==> src/rtl/ovi_pkg.sv <==
// ---------------------------------------------------------------------------
// ovi_pkg
// Shared types and constants for the OVI core-side issue controller:
// scoreboard ID and ring-pointer types, per-entry lifecycle state, the
// completion record stored per entry, and a pointer-distance helper.
// ---------------------------------------------------------------------------
package ovi_pkg;

    localparam int OVI_SB_DEPTH = 32;
    localparam int OVI_SB_W     = $clog2(OVI_SB_DEPTH);

    typedef logic [OVI_SB_W-1:0] ovi_sb_id_t;
    // One extra MSB so that full (distance 32) and empty (distance 0) differ.
    typedef logic [OVI_SB_W:0]   ovi_ptr_t;

    typedef enum logic [1:0] {
        ENT_FREE   = 2'd0,
        ENT_ISSUED = 2'd1,
        ENT_SENIOR = 2'd2,
        ENT_DONE   = 2'd3
    } ovi_entry_state_e;

    typedef struct packed {
        logic [4:0]  fflags;
        logic [63:0] dest_reg;
        logic        vxsat;
        logic [13:0] vstart;
        logic        illegal;
    } ovi_completion_t;

    // Number of entries from older_ptr up to (not including) newer_ptr.
    function automatic ovi_ptr_t ptr_span(input ovi_ptr_t older_ptr, input ovi_ptr_t newer_ptr);
        return newer_ptr - older_ptr;
    endfunction

endpackage

==> src/rtl/ovi_core_issue_ctrl_if.sv <==
// ---------------------------------------------------------------------------
// ovi_core_issue_ctrl_if
// Bundles every non-clock signal of ovi_core_issue_ctrl: core request,
// commit decision, OVI issue/credit/dispatch/completion, in-order response
// and the protocol-error flag.
//   slave  : the controller's view (req_*/cmt_*/issue_credit/completed_*/
//            resp_ready in; issue_*/dispatch_*/resp_*/req_ready/proto_err out)
//   master : the environment's view (directions reversed)
// ---------------------------------------------------------------------------
interface ovi_core_issue_ctrl_if;
    import ovi_pkg::*;

    logic        req_valid;
    logic        req_ready;
    logic [31:0] req_inst;
    logic [63:0] req_scalar_opnd;
    logic [39:0] req_vcsr;
    ovi_sb_id_t  req_sb_id;

    logic        cmt_valid;
    logic        cmt_kill;

    logic        issue_valid;
    logic [31:0] issue_inst;
    ovi_sb_id_t  issue_sb_id;
    logic [63:0] issue_scalar_opnd;
    logic [39:0] issue_vcsr;
    logic        issue_credit;

    ovi_sb_id_t  dispatch_sb_id;
    logic        dispatch_next_senior;
    logic        dispatch_kill;

    logic        completed_valid;
    ovi_sb_id_t  completed_sb_id;
    logic [4:0]  completed_fflags;
    logic [63:0] completed_dest_reg;
    logic        completed_vxsat;
    logic [13:0] completed_vstart;
    logic        completed_illegal;

    logic        resp_valid;
    logic        resp_ready;
    ovi_sb_id_t  resp_sb_id;
    logic [4:0]  resp_fflags;
    logic [63:0] resp_dest_reg;
    logic        resp_vxsat;
    logic [13:0] resp_vstart;
    logic        resp_illegal;

    logic        proto_err;

    modport slave (
        input  req_valid, req_inst, req_scalar_opnd, req_vcsr,
        input  cmt_valid, cmt_kill, issue_credit,
        input  completed_valid, completed_sb_id, completed_fflags, completed_dest_reg,
        input  completed_vxsat, completed_vstart, completed_illegal, resp_ready,
        output req_ready, req_sb_id,
        output issue_valid, issue_inst, issue_sb_id, issue_scalar_opnd, issue_vcsr,
        output dispatch_sb_id, dispatch_next_senior, dispatch_kill,
        output resp_valid, resp_sb_id, resp_fflags, resp_dest_reg, resp_vxsat,
        output resp_vstart, resp_illegal, proto_err
    );

    modport master (
        output req_valid, req_inst, req_scalar_opnd, req_vcsr,
        output cmt_valid, cmt_kill, issue_credit,
        output completed_valid, completed_sb_id, completed_fflags, completed_dest_reg,
        output completed_vxsat, completed_vstart, completed_illegal, resp_ready,
        input  req_ready, req_sb_id,
        input  issue_valid, issue_inst, issue_sb_id, issue_scalar_opnd, issue_vcsr,
        input  dispatch_sb_id, dispatch_next_senior, dispatch_kill,
        input  resp_valid, resp_sb_id, resp_fflags, resp_dest_reg, resp_vxsat,
        input  resp_vstart, resp_illegal, proto_err
    );

endinterface

==> src/rtl/ovi_credit_counter.sv <==
// ---------------------------------------------------------------------------
// ovi_credit_counter
// Saturating count of VPU issue credits.
//   clk, reset   : clock, synchronous active-high reset (loads INIT_CREDITS)
//   inc_i        : one credit returned this cycle
//   dec_i        : one credit consumed this cycle
//   has_credit_o : count is non-zero
//   overflow_o   : an increment was attempted at MAX_CREDITS (count held)
// ---------------------------------------------------------------------------
module ovi_credit_counter #(
    parameter int MAX_CREDITS  = 16,
    parameter int INIT_CREDITS = 0
) (
    input  logic clk,
    input  logic reset,
    input  logic inc_i,
    input  logic dec_i,
    output logic has_credit_o,
    output logic overflow_o
);

    localparam int              CNT_W    = $clog2(MAX_CREDITS + 1);
    localparam logic [CNT_W-1:0] CNT_MAX  = CNT_W'(MAX_CREDITS);
    localparam logic [CNT_W-1:0] CNT_INIT = CNT_W'(INIT_CREDITS);

    logic [CNT_W-1:0] count_q, count_d;

    // NOTE: combinational blocks use blocking '=' and assign every output a
    // default first, so no path leaves a value held and no latch is inferred.
    always_comb begin
        count_d    = count_q;
        overflow_o = 1'b0;
        if (inc_i && !dec_i) begin
            if (count_q == CNT_MAX) begin
                overflow_o = 1'b1;
            end else begin
                count_d = count_q + CNT_W'(1);
            end
        end else if (dec_i && !inc_i) begin
            count_d = count_q - CNT_W'(1);
        end
    end

    // NOTE: clocked state uses non-blocking '<=' so every register samples
    // the pre-edge values regardless of process ordering.
    always_ff @(posedge clk) begin
        if (reset) begin
            count_q <= CNT_INIT;
        end else begin
            count_q <= count_d;
        end
    end

    assign has_credit_o = (count_q != '0);

endmodule

==> src/rtl/ovi_core_issue_ctrl.sv <==
// ---------------------------------------------------------------------------
// ovi_core_issue_ctrl
// Core-side OVI initiator. Allocates 5-bit scoreboard IDs in program order
// from a 32-entry ring (head = oldest unretired, dsp = oldest undispatched,
// tail = next to allocate), meters issue against VPU credits, turns commit
// decisions into dispatch pulses, and returns completions in program order.
//   clk, reset : clock, synchronous active-high reset
//   bus        : ovi_core_issue_ctrl_if.slave (request, commit, issue,
//                credit, dispatch, completion, response, proto_err)
// Build option: define OVI_CORE_PROTO_CHECK_EN to enable the sticky
// proto_err detection; otherwise proto_err is tied low.
// ---------------------------------------------------------------------------
module ovi_core_issue_ctrl
    import ovi_pkg::*;
#(
    parameter int MAX_CREDITS  = 16,
    parameter int INIT_CREDITS = 0
) (
    input  logic                  clk,
    input  logic                  reset,
    ovi_core_issue_ctrl_if.slave  bus
);

    ovi_entry_state_e state_q [OVI_SB_DEPTH];
    ovi_entry_state_e state_d [OVI_SB_DEPTH];
    ovi_completion_t  comp_q  [OVI_SB_DEPTH];

    ovi_ptr_t   head_q, head_d, dsp_q, dsp_d, tail_q, tail_d;
    ovi_sb_id_t head_id, dsp_id, tail_id;
    ovi_ptr_t   kill_span;

    logic has_credit, credit_overflow;
    logic ring_full, kill_req, fire, cmt_ok, comp_ok, retire;

    assign head_id   = head_q[OVI_SB_W-1:0];
    assign dsp_id    = dsp_q[OVI_SB_W-1:0];
    assign tail_id   = tail_q[OVI_SB_W-1:0];
    assign kill_span = ptr_span(dsp_q, tail_q);

    ovi_credit_counter #(
        .MAX_CREDITS  (MAX_CREDITS),
        .INIT_CREDITS (INIT_CREDITS)
    ) u_credit (
        .clk          (clk),
        .reset        (reset),
        .inc_i        (bus.issue_credit),
        .dec_i        (fire),
        .has_credit_o (has_credit),
        .overflow_o   (credit_overflow)
    );

    assign ring_full     = (ptr_span(head_q, tail_q) == ovi_ptr_t'(OVI_SB_DEPTH));
    // A kill rewinds tail this cycle, so a new allocation must wait for it.
    assign kill_req      = bus.cmt_valid && bus.cmt_kill;
    assign bus.req_ready = has_credit && !ring_full && !kill_req;
    assign bus.req_sb_id = tail_id;
    assign fire          = bus.req_valid && bus.req_ready;

    assign cmt_ok  = bus.cmt_valid && (dsp_q != tail_q);
    assign comp_ok = bus.completed_valid && (state_q[bus.completed_sb_id] == ENT_SENIOR);
    assign bus.resp_valid = (state_q[head_id] == ENT_DONE);
    assign retire  = bus.resp_valid && bus.resp_ready;

    // Entry lifecycle and pointers. The events touch distinct entries:
    // fire hits tail (FREE), commit hits dsp (ISSUED), completion hits a
    // SENIOR entry and retire hits head (DONE).
    always_comb begin
        state_d = state_q;
        head_d  = head_q;
        dsp_d   = dsp_q;
        tail_d  = tail_q;
        if (fire) begin
            state_d[tail_id] = ENT_ISSUED;
            tail_d           = tail_q + ovi_ptr_t'(1);
        end
        if (cmt_ok && !bus.cmt_kill) begin
            state_d[dsp_id] = ENT_SENIOR;
            dsp_d           = dsp_q + ovi_ptr_t'(1);
        end
        if (cmt_ok && bus.cmt_kill) begin
            // Free every entry whose ring offset from dsp lies inside [dsp, tail).
            for (int i = 0; i < OVI_SB_DEPTH; i++) begin
                if ({1'b0, ovi_sb_id_t'(ovi_sb_id_t'(i) - dsp_id)} < kill_span) begin
                    state_d[i] = ENT_FREE;
                end
            end
            tail_d = dsp_q;
        end
        if (comp_ok) begin
            state_d[bus.completed_sb_id] = ENT_DONE;
        end
        if (retire) begin
            state_d[head_id] = ENT_FREE;
            head_d           = head_q + ovi_ptr_t'(1);
        end
    end

    always_ff @(posedge clk) begin
        if (reset) begin
            for (int i = 0; i < OVI_SB_DEPTH; i++) begin
                state_q[i] <= ENT_FREE;
            end
            head_q <= '0;
            dsp_q  <= '0;
            tail_q <= '0;
        end else begin
            state_q <= state_d;
            head_q  <= head_d;
            dsp_q   <= dsp_d;
            tail_q  <= tail_d;
        end
    end

    // NOTE: the completion payload array has no reset; its contents are only
    // observable through resp_*, which are masked to zero unless resp_valid.
    always_ff @(posedge clk) begin
        if (comp_ok) begin
            comp_q[bus.completed_sb_id] <= '{
                fflags:   bus.completed_fflags,
                dest_reg: bus.completed_dest_reg,
                vxsat:    bus.completed_vxsat,
                vstart:   bus.completed_vstart,
                illegal:  bus.completed_illegal
            };
        end
    end

    ovi_completion_t head_comp;
    assign head_comp         = bus.resp_valid ? comp_q[head_id] : '0;
    assign bus.resp_sb_id    = bus.resp_valid ? head_id : '0;
    assign bus.resp_fflags   = head_comp.fflags;
    assign bus.resp_dest_reg = head_comp.dest_reg;
    assign bus.resp_vxsat    = head_comp.vxsat;
    assign bus.resp_vstart   = head_comp.vstart;
    assign bus.resp_illegal  = head_comp.illegal;

    // Issue and dispatch pulses are registered one cycle after fire/commit.
    logic        issue_valid_q;
    logic [31:0] issue_inst_q;
    ovi_sb_id_t  issue_sb_id_q;
    logic [63:0] issue_opnd_q;
    logic [39:0] issue_vcsr_q;
    ovi_sb_id_t  dsp_sb_id_q;
    logic        dsp_senior_q, dsp_kill_q;

    always_ff @(posedge clk) begin
        if (reset) begin
            issue_valid_q <= 1'b0;
            issue_inst_q  <= '0;
            issue_sb_id_q <= '0;
            issue_opnd_q  <= '0;
            issue_vcsr_q  <= '0;
            dsp_sb_id_q   <= '0;
            dsp_senior_q  <= 1'b0;
            dsp_kill_q    <= 1'b0;
        end else begin
            issue_valid_q <= fire;
            if (fire) begin
                issue_inst_q  <= bus.req_inst;
                issue_sb_id_q <= tail_id;
                issue_opnd_q  <= bus.req_scalar_opnd;
                issue_vcsr_q  <= bus.req_vcsr;
            end
            dsp_senior_q <= cmt_ok && !bus.cmt_kill;
            dsp_kill_q   <= cmt_ok && bus.cmt_kill;
            if (cmt_ok) begin
                dsp_sb_id_q <= dsp_id;
            end
        end
    end

    assign bus.issue_valid          = issue_valid_q;
    assign bus.issue_inst           = issue_inst_q;
    assign bus.issue_sb_id          = issue_sb_id_q;
    assign bus.issue_scalar_opnd    = issue_opnd_q;
    assign bus.issue_vcsr           = issue_vcsr_q;
    assign bus.dispatch_sb_id       = dsp_sb_id_q;
    assign bus.dispatch_next_senior = dsp_senior_q;
    assign bus.dispatch_kill        = dsp_kill_q;

`ifdef OVI_CORE_PROTO_CHECK_EN
    logic proto_err_q, proto_err_d;
    logic cmt_err, comp_err;

    assign cmt_err     = bus.cmt_valid && (dsp_q == tail_q);
    assign comp_err    = bus.completed_valid && !comp_ok;
    assign proto_err_d = proto_err_q || credit_overflow || cmt_err || comp_err;

    always_ff @(posedge clk) begin
        if (reset) begin
            proto_err_q <= 1'b0;
        end else begin
            proto_err_q <= proto_err_d;
        end
    end

    assign bus.proto_err = proto_err_q;
`else
    logic unused_credit_overflow;
    assign unused_credit_overflow = credit_overflow;
    assign bus.proto_err          = 1'b0;
`endif

endmodule

==> src/flat_wrapper.sv <==
// flat-port wrapper written by rule: the top's interface ports become plain ports
module ovi_core_issue_ctrl_flat import ovi_pkg::*;
#(
    parameter int MAX_CREDITS  = 16,
    parameter int INIT_CREDITS = 0
)
  (clk, reset, bus_req_valid, bus_req_inst, bus_req_scalar_opnd, bus_req_vcsr, bus_cmt_valid, bus_cmt_kill, bus_issue_credit, bus_completed_valid, bus_completed_sb_id, bus_completed_fflags, bus_completed_dest_reg, bus_completed_vxsat, bus_completed_vstart, bus_completed_illegal, bus_resp_ready, bus_req_ready, bus_req_sb_id, bus_issue_valid, bus_issue_inst, bus_issue_sb_id, bus_issue_scalar_opnd, bus_issue_vcsr, bus_dispatch_sb_id, bus_dispatch_next_senior, bus_dispatch_kill, bus_resp_valid, bus_resp_sb_id, bus_resp_fflags, bus_resp_dest_reg, bus_resp_vxsat, bus_resp_vstart, bus_resp_illegal, bus_proto_err);
  ovi_core_issue_ctrl_if bus_i ();
  input  logic clk;
  input  logic reset;
  input wire logic [$bits(bus_i.req_valid)-1:0] bus_req_valid;
  input wire logic [$bits(bus_i.req_inst)-1:0] bus_req_inst;
  input wire logic [$bits(bus_i.req_scalar_opnd)-1:0] bus_req_scalar_opnd;
  input wire logic [$bits(bus_i.req_vcsr)-1:0] bus_req_vcsr;
  input wire logic [$bits(bus_i.cmt_valid)-1:0] bus_cmt_valid;
  input wire logic [$bits(bus_i.cmt_kill)-1:0] bus_cmt_kill;
  input wire logic [$bits(bus_i.issue_credit)-1:0] bus_issue_credit;
  input wire logic [$bits(bus_i.completed_valid)-1:0] bus_completed_valid;
  input wire logic [$bits(bus_i.completed_sb_id)-1:0] bus_completed_sb_id;
  input wire logic [$bits(bus_i.completed_fflags)-1:0] bus_completed_fflags;
  input wire logic [$bits(bus_i.completed_dest_reg)-1:0] bus_completed_dest_reg;
  input wire logic [$bits(bus_i.completed_vxsat)-1:0] bus_completed_vxsat;
  input wire logic [$bits(bus_i.completed_vstart)-1:0] bus_completed_vstart;
  input wire logic [$bits(bus_i.completed_illegal)-1:0] bus_completed_illegal;
  input wire logic [$bits(bus_i.resp_ready)-1:0] bus_resp_ready;
  output wire logic [$bits(bus_i.req_ready)-1:0] bus_req_ready;
  output wire logic [$bits(bus_i.req_sb_id)-1:0] bus_req_sb_id;
  output wire logic [$bits(bus_i.issue_valid)-1:0] bus_issue_valid;
  output wire logic [$bits(bus_i.issue_inst)-1:0] bus_issue_inst;
  output wire logic [$bits(bus_i.issue_sb_id)-1:0] bus_issue_sb_id;
  output wire logic [$bits(bus_i.issue_scalar_opnd)-1:0] bus_issue_scalar_opnd;
  output wire logic [$bits(bus_i.issue_vcsr)-1:0] bus_issue_vcsr;
  output wire logic [$bits(bus_i.dispatch_sb_id)-1:0] bus_dispatch_sb_id;
  output wire logic [$bits(bus_i.dispatch_next_senior)-1:0] bus_dispatch_next_senior;
  output wire logic [$bits(bus_i.dispatch_kill)-1:0] bus_dispatch_kill;
  output wire logic [$bits(bus_i.resp_valid)-1:0] bus_resp_valid;
  output wire logic [$bits(bus_i.resp_sb_id)-1:0] bus_resp_sb_id;
  output wire logic [$bits(bus_i.resp_fflags)-1:0] bus_resp_fflags;
  output wire logic [$bits(bus_i.resp_dest_reg)-1:0] bus_resp_dest_reg;
  output wire logic [$bits(bus_i.resp_vxsat)-1:0] bus_resp_vxsat;
  output wire logic [$bits(bus_i.resp_vstart)-1:0] bus_resp_vstart;
  output wire logic [$bits(bus_i.resp_illegal)-1:0] bus_resp_illegal;
  output wire logic [$bits(bus_i.proto_err)-1:0] bus_proto_err;
  assign bus_i.req_valid = bus_req_valid;
  assign bus_i.req_inst = bus_req_inst;
  assign bus_i.req_scalar_opnd = bus_req_scalar_opnd;
  assign bus_i.req_vcsr = bus_req_vcsr;
  assign bus_i.cmt_valid = bus_cmt_valid;
  assign bus_i.cmt_kill = bus_cmt_kill;
  assign bus_i.issue_credit = bus_issue_credit;
  assign bus_i.completed_valid = bus_completed_valid;
  assign bus_i.completed_sb_id = bus_completed_sb_id;
  assign bus_i.completed_fflags = bus_completed_fflags;
  assign bus_i.completed_dest_reg = bus_completed_dest_reg;
  assign bus_i.completed_vxsat = bus_completed_vxsat;
  assign bus_i.completed_vstart = bus_completed_vstart;
  assign bus_i.completed_illegal = bus_completed_illegal;
  assign bus_i.resp_ready = bus_resp_ready;
  assign bus_req_ready = bus_i.req_ready;
  assign bus_req_sb_id = bus_i.req_sb_id;
  assign bus_issue_valid = bus_i.issue_valid;
  assign bus_issue_inst = bus_i.issue_inst;
  assign bus_issue_sb_id = bus_i.issue_sb_id;
  assign bus_issue_scalar_opnd = bus_i.issue_scalar_opnd;
  assign bus_issue_vcsr = bus_i.issue_vcsr;
  assign bus_dispatch_sb_id = bus_i.dispatch_sb_id;
  assign bus_dispatch_next_senior = bus_i.dispatch_next_senior;
  assign bus_dispatch_kill = bus_i.dispatch_kill;
  assign bus_resp_valid = bus_i.resp_valid;
  assign bus_resp_sb_id = bus_i.resp_sb_id;
  assign bus_resp_fflags = bus_i.resp_fflags;
  assign bus_resp_dest_reg = bus_i.resp_dest_reg;
  assign bus_resp_vxsat = bus_i.resp_vxsat;
  assign bus_resp_vstart = bus_i.resp_vstart;
  assign bus_resp_illegal = bus_i.resp_illegal;
  assign bus_proto_err = bus_i.proto_err;
  ovi_core_issue_ctrl #(.MAX_CREDITS(MAX_CREDITS), .INIT_CREDITS(INIT_CREDITS)) u_core (.clk(clk), .reset(reset), .bus(bus_i));
endmodule
==> config.mk <==
export PLATFORM = sky130hd
export DESIGN_NAME = ovi_core_issue_ctrl_flat
export DESIGN_NICKNAME = d
export VERILOG_FILES = /design/src/rtl/ovi_pkg.sv /design/src/rtl/ovi_core_issue_ctrl_if.sv /design/src/rtl/ovi_credit_counter.sv /design/src/rtl/ovi_core_issue_ctrl.sv /design/src/flat_wrapper.sv
export SDC_FILE = /design/constraint.sdc
export NUM_CORES = 2
export LEC_CHECK = 0
export BUFFER_PORTS_ARGS = -buffer_cell sky130_fd_sc_hd__clkbuf_2
export CAP_MARGIN = 20
export CORE_MARGIN = 5
export CORE_UTILIZATION = 69
export CTS_BUF_LIST = sky130_fd_sc_hd__clkbuf_2 sky130_fd_sc_hd__clkbuf_4 sky130_fd_sc_hd__clkbuf_8
export DETAILED_ROUTE_END_ITERATION = 12
export PLACE_DENSITY = 0.88
export SLEW_MARGIN = 20
export SYNTH_ARGS = -nofsm -noshare
export SYNTH_HDL_FRONTEND = slang
export SYNTH_SLANG_ARGS = --single-unit
==> constraint.sdc <==
create_clock -name clk -period 15 [get_ports clk]
set_input_delay 0.75 -clock clk [delete_from_list [all_inputs] [get_ports clk]]
set_output_delay 0.75 -clock clk [all_outputs]
set_load 0.02 [all_outputs]
== Word-level counts from Yosys, hierarchy flattened ==
Memories as Yosys holds them, arrays and structs flattened. A register that Yosys moved wholly into a read port is not among the register bits.
Cells that the tools add are included.
Storage, ports and cells
  register bits: 236
  bits in writable memories: 2720
  bits of input ports: 234
  word-level logic and storage cells: 229
  memories: 1
Cells by class
  add/sub/neg operators: 39
  order comparisons: 40
  eq/ne operators: 6
  muxes and demuxes: 62
  bitwise gates (word level): 13
  reductions and logical operators: 24
Memory list
  u_core.comp_q: depth 32, bits a word 85, read ports 1, clocked after memory_dff 1, write ports 1, line ovi_core_issue_ctrl.sv:26  | ovi_completion_t comp_q [OVI_SB_DEPTH];
Operator list (number)
  $mux W64: 5
  $lt A5 B6 Y1: 32
  $mux W85: 1
  $mux W2: 40
  $sub A5 B5 Y5 const A: 16
  $and A32 B32 Y32: 2
  $and A64 B64 Y64: 1
  $not A32 Y32: 2
  $not A64 Y64: 1
  $or A32 B32 Y32: 2
  $or A64 B64 Y64: 1
  $demux W2 S5: 4
  $sub A4 B5 Y5 const A: 8
  $mux W5: 6
  $ge A6 B6 Y1 const B: 4
  $lt A6 B1 Y1 const B: 4
  $not A5 Y6: 4
  $bmux W2 S5: 2
  $sub A3 B5 Y5 const A: 4
  $add A6 B1 Y6 const B: 3
  $logic_and A1 B1 Y1: 15
  $mux W6: 2
  $sub A6 B6 Y6: 2
  $sub A1 B5 Y5 const A: 2
  13 further kinds: 21

== Longest topological paths before layout ==
  depth in word-level cells: 16
  mapped depth: 17
  gate-level depth less buffers: 14

== Modules after synthesis ==
A second synthesis with hierarchy kept.
Second synthesis, totals
  cell total of the unflattened synthesis: 5682
  area total of the unflattened synthesis: 116750.7 um2
Modules (own cells, without submodules)
  ovi_core_issue_ctrl: instances 1, cells an instance 5643, area an instance 116361.6 um2, sequential area each 86402.9 um2
  ovi_credit_counter: instances 1, cells an instance 39, area an instance 389.1 um2, sequential area each 100.1 um2

== Worst setup path before layout ==
Ideal clock, no wire load.
  path kind: input-to-reg
  start: input port bus_completed_sb_id[1]
  end: memory u_core.comp_q[14][0] (netlist bit), enable pin
  library setup time: 0.529 ns
  data arrival time: 6.184 ns
  path slack: 8.288 ns
  cell stages on the path: 9
  cell sequence: buf_6 buf_4 mux2i_1 o32ai_1 a2111oi_4 nand3_4 or4b_1 buf_4 nor2_1
Between the ends
  cells in the longest elaborated chain, start to end: 8
RTL lines
  start: declaration: line flat_wrapper.sv:19  | input wire logic [$bits(bus_i.completed_sb_id)-1:0] bus_completed_sb_id;
  $not A5 Y6 (not written as such): line ovi_core_issue_ctrl.sv:60  | assign comp_ok = bus.completed_valid && (state_q[bus.completed_sb_id] == ENT_SENIOR);
  $bmux W2 S5: line ovi_core_issue_ctrl.sv:60
  $mux W2 (not written as such) (2 in a row): line ovi_core_issue_ctrl.sv:60
  $eq A2 B2 Y1: line ovi_core_issue_ctrl.sv:60
  $logic_and A1 B1 Y1: line ovi_core_issue_ctrl.sv:60
  $mux W1: line ovi_core_issue_ctrl.sv:117  | if (comp_ok) begin
  $mux W1 (not written as such): line ovi_core_issue_ctrl.sv:118  | comp_q[bus.completed_sb_id] <= '{
  end: declaration: line ovi_core_issue_ctrl.sv:26
Several ways; a longest one is shown, not always the timed one. The select of a mux whose other input is x is not followed.

==> key figures <==
Critical path
  • Reg2reg start: u_core.state_q[32]$_SDFF_PP0_
  • CP Class: reg -> out
  • Worst Setup Start Kind: flop
  • CP max FO: 86
  • Worst r2r dst: u_core.comp_q[10][46]$_DFFE_PP_
  • Flop-to-flop setup slack: approximately 9.3 ns
  • Crit path to: bus_resp_dest_reg[22]
  • Data arrival, critical path: roughly 6.7 ns
  • CP Capture Type: output pin
  • Critical path required time: 14.25 ns
  • R2R depth: 8

Yosys
  • Distinct cells, synth: 73
  • Top FF cell, synth: edfxtp_1
  • Synth Area in Simple Gates: 0.0288
  • Cells after Synth: 5,733
  • Mapped Nets: 6,067
  • Mapped Area: 117,000 um^2
  • Sequential fraction of the synthesis area: 0.740
  • Most frequent cell after synthesis: edfxtp_1
  • Synth Register Bits: roughly 3,000
  • Top cells by count, synth: 2,720 x edfxtp_1, 856 x mux4_2, 396 x nand2_1, 241 x dfxtp_1, 226 x clkbuf_1
  • Number of synthesized flops with an enable pin: 2,720
  • Area share of fa/ha/maj cells after synthesis: 0.0109
  • Synth Area in XOR/XNOR: 0.00307
  • Post-synth top area cell: edfxtp_1
  • Yosys warnings: 0
  • Top post-synthesis cells by area: edfxtp_1 70%, mux4_2 16%, dfxtp_1 4.1%
  • Yosys top cell area share: 0.699
  • Syn Area/Cell: 20.4 um^2
  • Post-synthesis compound-gate area fraction: 0.0265
  • Combinational family with the most area after synthesis: multiplexers
  • Post-synthesis mux area share: 0.177
  • Post-synth ARST share: 0

GRT
  • Initial antenna violation count: 20
  • First-pass GRT wire length: 494,000 um
  • Congestion Overflow GR: 0
  • Number of global-route vias before repair: 67,800
  • Tot GR Track Use: 0.396
  • Largest net degree at the start of global routing: 172

Detailed routing
  • Drt drc: 0
  • Via-to-Cell Ratio: 7.40
  • Wire per inst: 39.2 um
  • Starting DRT DRC Count: approximately 11,000
  • DRT Pass-1 Iters: 6
  • Final ANT Viol Nets: 0
  • Via Count: 67,800
  • DRT Wirelength: about 360,000 um

Final layout
  • Layout cells sized above 1: 0.322
  • Fin nets: 6,921
  • Layout area overhead: 13.1%

Clock network
  • Root Buffer: clkbuf_8
  • Clock tree buffer depth: 4
  • Reg clk slew, reported paths: 0.07 ns
  • Gates resized, CTS repair: 0
  • CTS buffer count: 454
  • Clk sinks: between 2,000 and 3,000
  • Number of H-tree levels: 5
  • CTS tree: done
  • Worst skew pair latency: 1.15 ns

Floorplan
  • Die W: 422 um
  • Row count: roughly 150
  • Die footprint: 178,000 um^2
  • Core Footprint: 169,000 um^2
  • Starting density of the core: 0.692
  • Die height: ~420 um
  • Ports: 481

Status
  • Status: finished, final reports clean

Timing
  • Tightest Pin Transition: 1.26 ns
  • Fin. max-slew vios: 0
  • Post-route setup TNS: 0 ns
  • Tmin final: 7.47 ns
  • Worst slew margin: 0.160
  • Setup violators final: 0
  • Worst hold slack: 0.129 ns
  • Worst Setup Slack, final: 7.53 ns
  • Final hold vios: 0
  • FMAX: 134 MHz
  • Fin crit share: 0.498
  • RSZ-0062 raised after global routing: false
  • Clock skew: 0.0790 ns

Placed design
  • GPL Wtd Cong: 1.06
  • # port buffers: 479
  • Place WS: approximately 8.2 ns
  • Dpl hpwl: 197,000 um

Power
  • Clk pwr share: 0.375
  • Sequential Power Share: 0.520
  • Gate power share: 0.105
  • VDD IR max: 136 uV
  • Psw: 4.60 mW
  • Leak: ~42 nW
  • Pwr Total: 17.9 mW
  • Switch share: 0.258
  • Power per Cell Area: 135 nW/um^2
  • P_int: 13.3 mW

Run
  • MaxCap Viol Count: 0

Min path
  • Min-delay worst type: in -> reg
## area by class of cell
cell class	instances	area, um^2
Antenna cell	20	50.0
Fill cell	7917	36700
Clock inverter	204	1330
Inverter	51	191
Sequential cell	2961	86500
Multi-Input combinational cell	2387	29100
Tap cell	2218	2780
Clock buffer	591	7360
Timing Repair Buffer	732	4890
## repair_timing
item / CTS / global route
hold buffers: 135 / 0
endpoints found under the setup margin: 0 / 0
buffers inserted: 0 / 0
hold endpoints to repair: 135 / 0
## sequential cells by signal, indices dropped and copies added, names as in the netlist, 6 cells and up, named ones only
signal and cells:
u_core.comp_q 2720, u_core.bus.issue_scalar_opnd 64, u_core.state_q 64, u_core.bus.issue_vcsr 40
u_core.bus.issue_inst 32, u_core.dsp_q 6, u_core.head_q 6, u_core.tail_q 6
## cell families after synthesis
family	after synthesis
flip-flops	2961
multiplexers	996
AND/OR/NAND/NOR	771
AO/OA/AOI/OAI	478
buffers and inverters	385
adder cells (fa/ha/maj)	100
XOR/XNOR	41
other	1
## layer usage
layer / track usage / share of wire
met3: 0.0962 / 0.13
met2: 0.638 / 0.49
met1: 0.491 / 0.30
met5: 0 / 0.00013
met4: 0.253 / 0.082
## metrics by stage
stage | instance area (um^2) | util | std cells
after floorplan | 117000 | - | 5733
after global placement | 122000 | 0.722 | 8208
after detailed placement | 122000 | 0.722 | 8211
after CTS | 132000 | 0.782 | 9141
after global routing | 132000 | 0.783 | 9157
final | 132000 | 0.783 | 9164
## power groups by stage
| stage | Sequential (mW) | Combinational (mW) | Clock [mW] |
|---|---|---|---|
| floorplan | 9.53 | 1.02 | 0 |
| global placement | 9.44 | 1.74 | 0 |
| detailed placement | 9.46 | 1.81 | 0 |
| CTS | 9.28 | 1.85 | 6.66 |
| global route | 9.29 | 2.02 | 7.15 |
| finish | 9.29 | 1.88 | 6.69 |
## placed cells by master (no fill, tap or decap), types with 31 or more instances in the layout
cell | netlist | layout
nor2_1 | 206 | 179
dlygate4sd3_1 | 0 | 135
xnor2_1 | 31 | 31
edfxtp_1 | 2720 | 2720
dfxtp_1 | 241 | 236
buf_4 | 12 | 93
clkinv_1 | 2 | 116
o221ai_1 | 45 | 45
clkbuf_4 | 0 | 123
ha_1 | 97 | 97
inv_1 | 48 | 48
clkinv_2 | 0 | 64
nor2_4 | 0 | 33
nand3_1 | 52 | 52
mux2i_1 | 138 | 138
a22oi_1 | 46 | 46
o21ai_0 | 59 | 59
clkbuf_2 | 0 | 477
a21oi_1 | 196 | 196
clkbuf_8 | 0 | 468
mux4_2 | 856 | 856
a31o_2 | 31 | 31
nand2_1 | 396 | 395
## how the worst min path moves through the flow
stage | from | to | slack (ns) | cells past startpoint
finish | bus_req_vcsr[36] | u_core.bus.issue_vcsr[36]$_SDFFE_PP0N_ | 0.13 | 3
global route | bus_req_vcsr[36] | u_core.bus.issue_vcsr[36]$_SDFFE_PP0N_ | 0.06 | 3
CTS | bus_req_inst[2] | u_core.bus.issue_inst[2]$_SDFFE_PP0N_ | 0.01 | 3
detailed placement | u_core.bus.issue_scalar_opnd[58]$_SDFFE_PP0N_ | u_core.bus.issue_scalar_opnd[58]$_SDFFE_PP0N_ | 0.45 | 2
global placement | u_core.bus.issue_sb_id[3]$_SDFFE_PP0N_ | u_core.bus.issue_sb_id[3]$_SDFFE_PP0N_ | 0.44 | 2
floorplan | u_core.u_credit.count_q[3]$_SDFFE_PP0P_ | u_core.u_credit.count_q[3]$_SDFFE_PP0P_ | 0.46 | 2
## worst max-delay path, cell delays in order (launching register included)
cell      delay (ns)
dfxtp_4         0.92
buf_12          0.38
buf_16          0.41
buf_12          0.36
buf_16          0.55
buf_6           0.69
mux4_2          0.61
mux4_2          0.61
mux2i_1         0.35
nor2_1          0.09
clkbuf_2        0.20
Power figures use the tool's default switching activity.
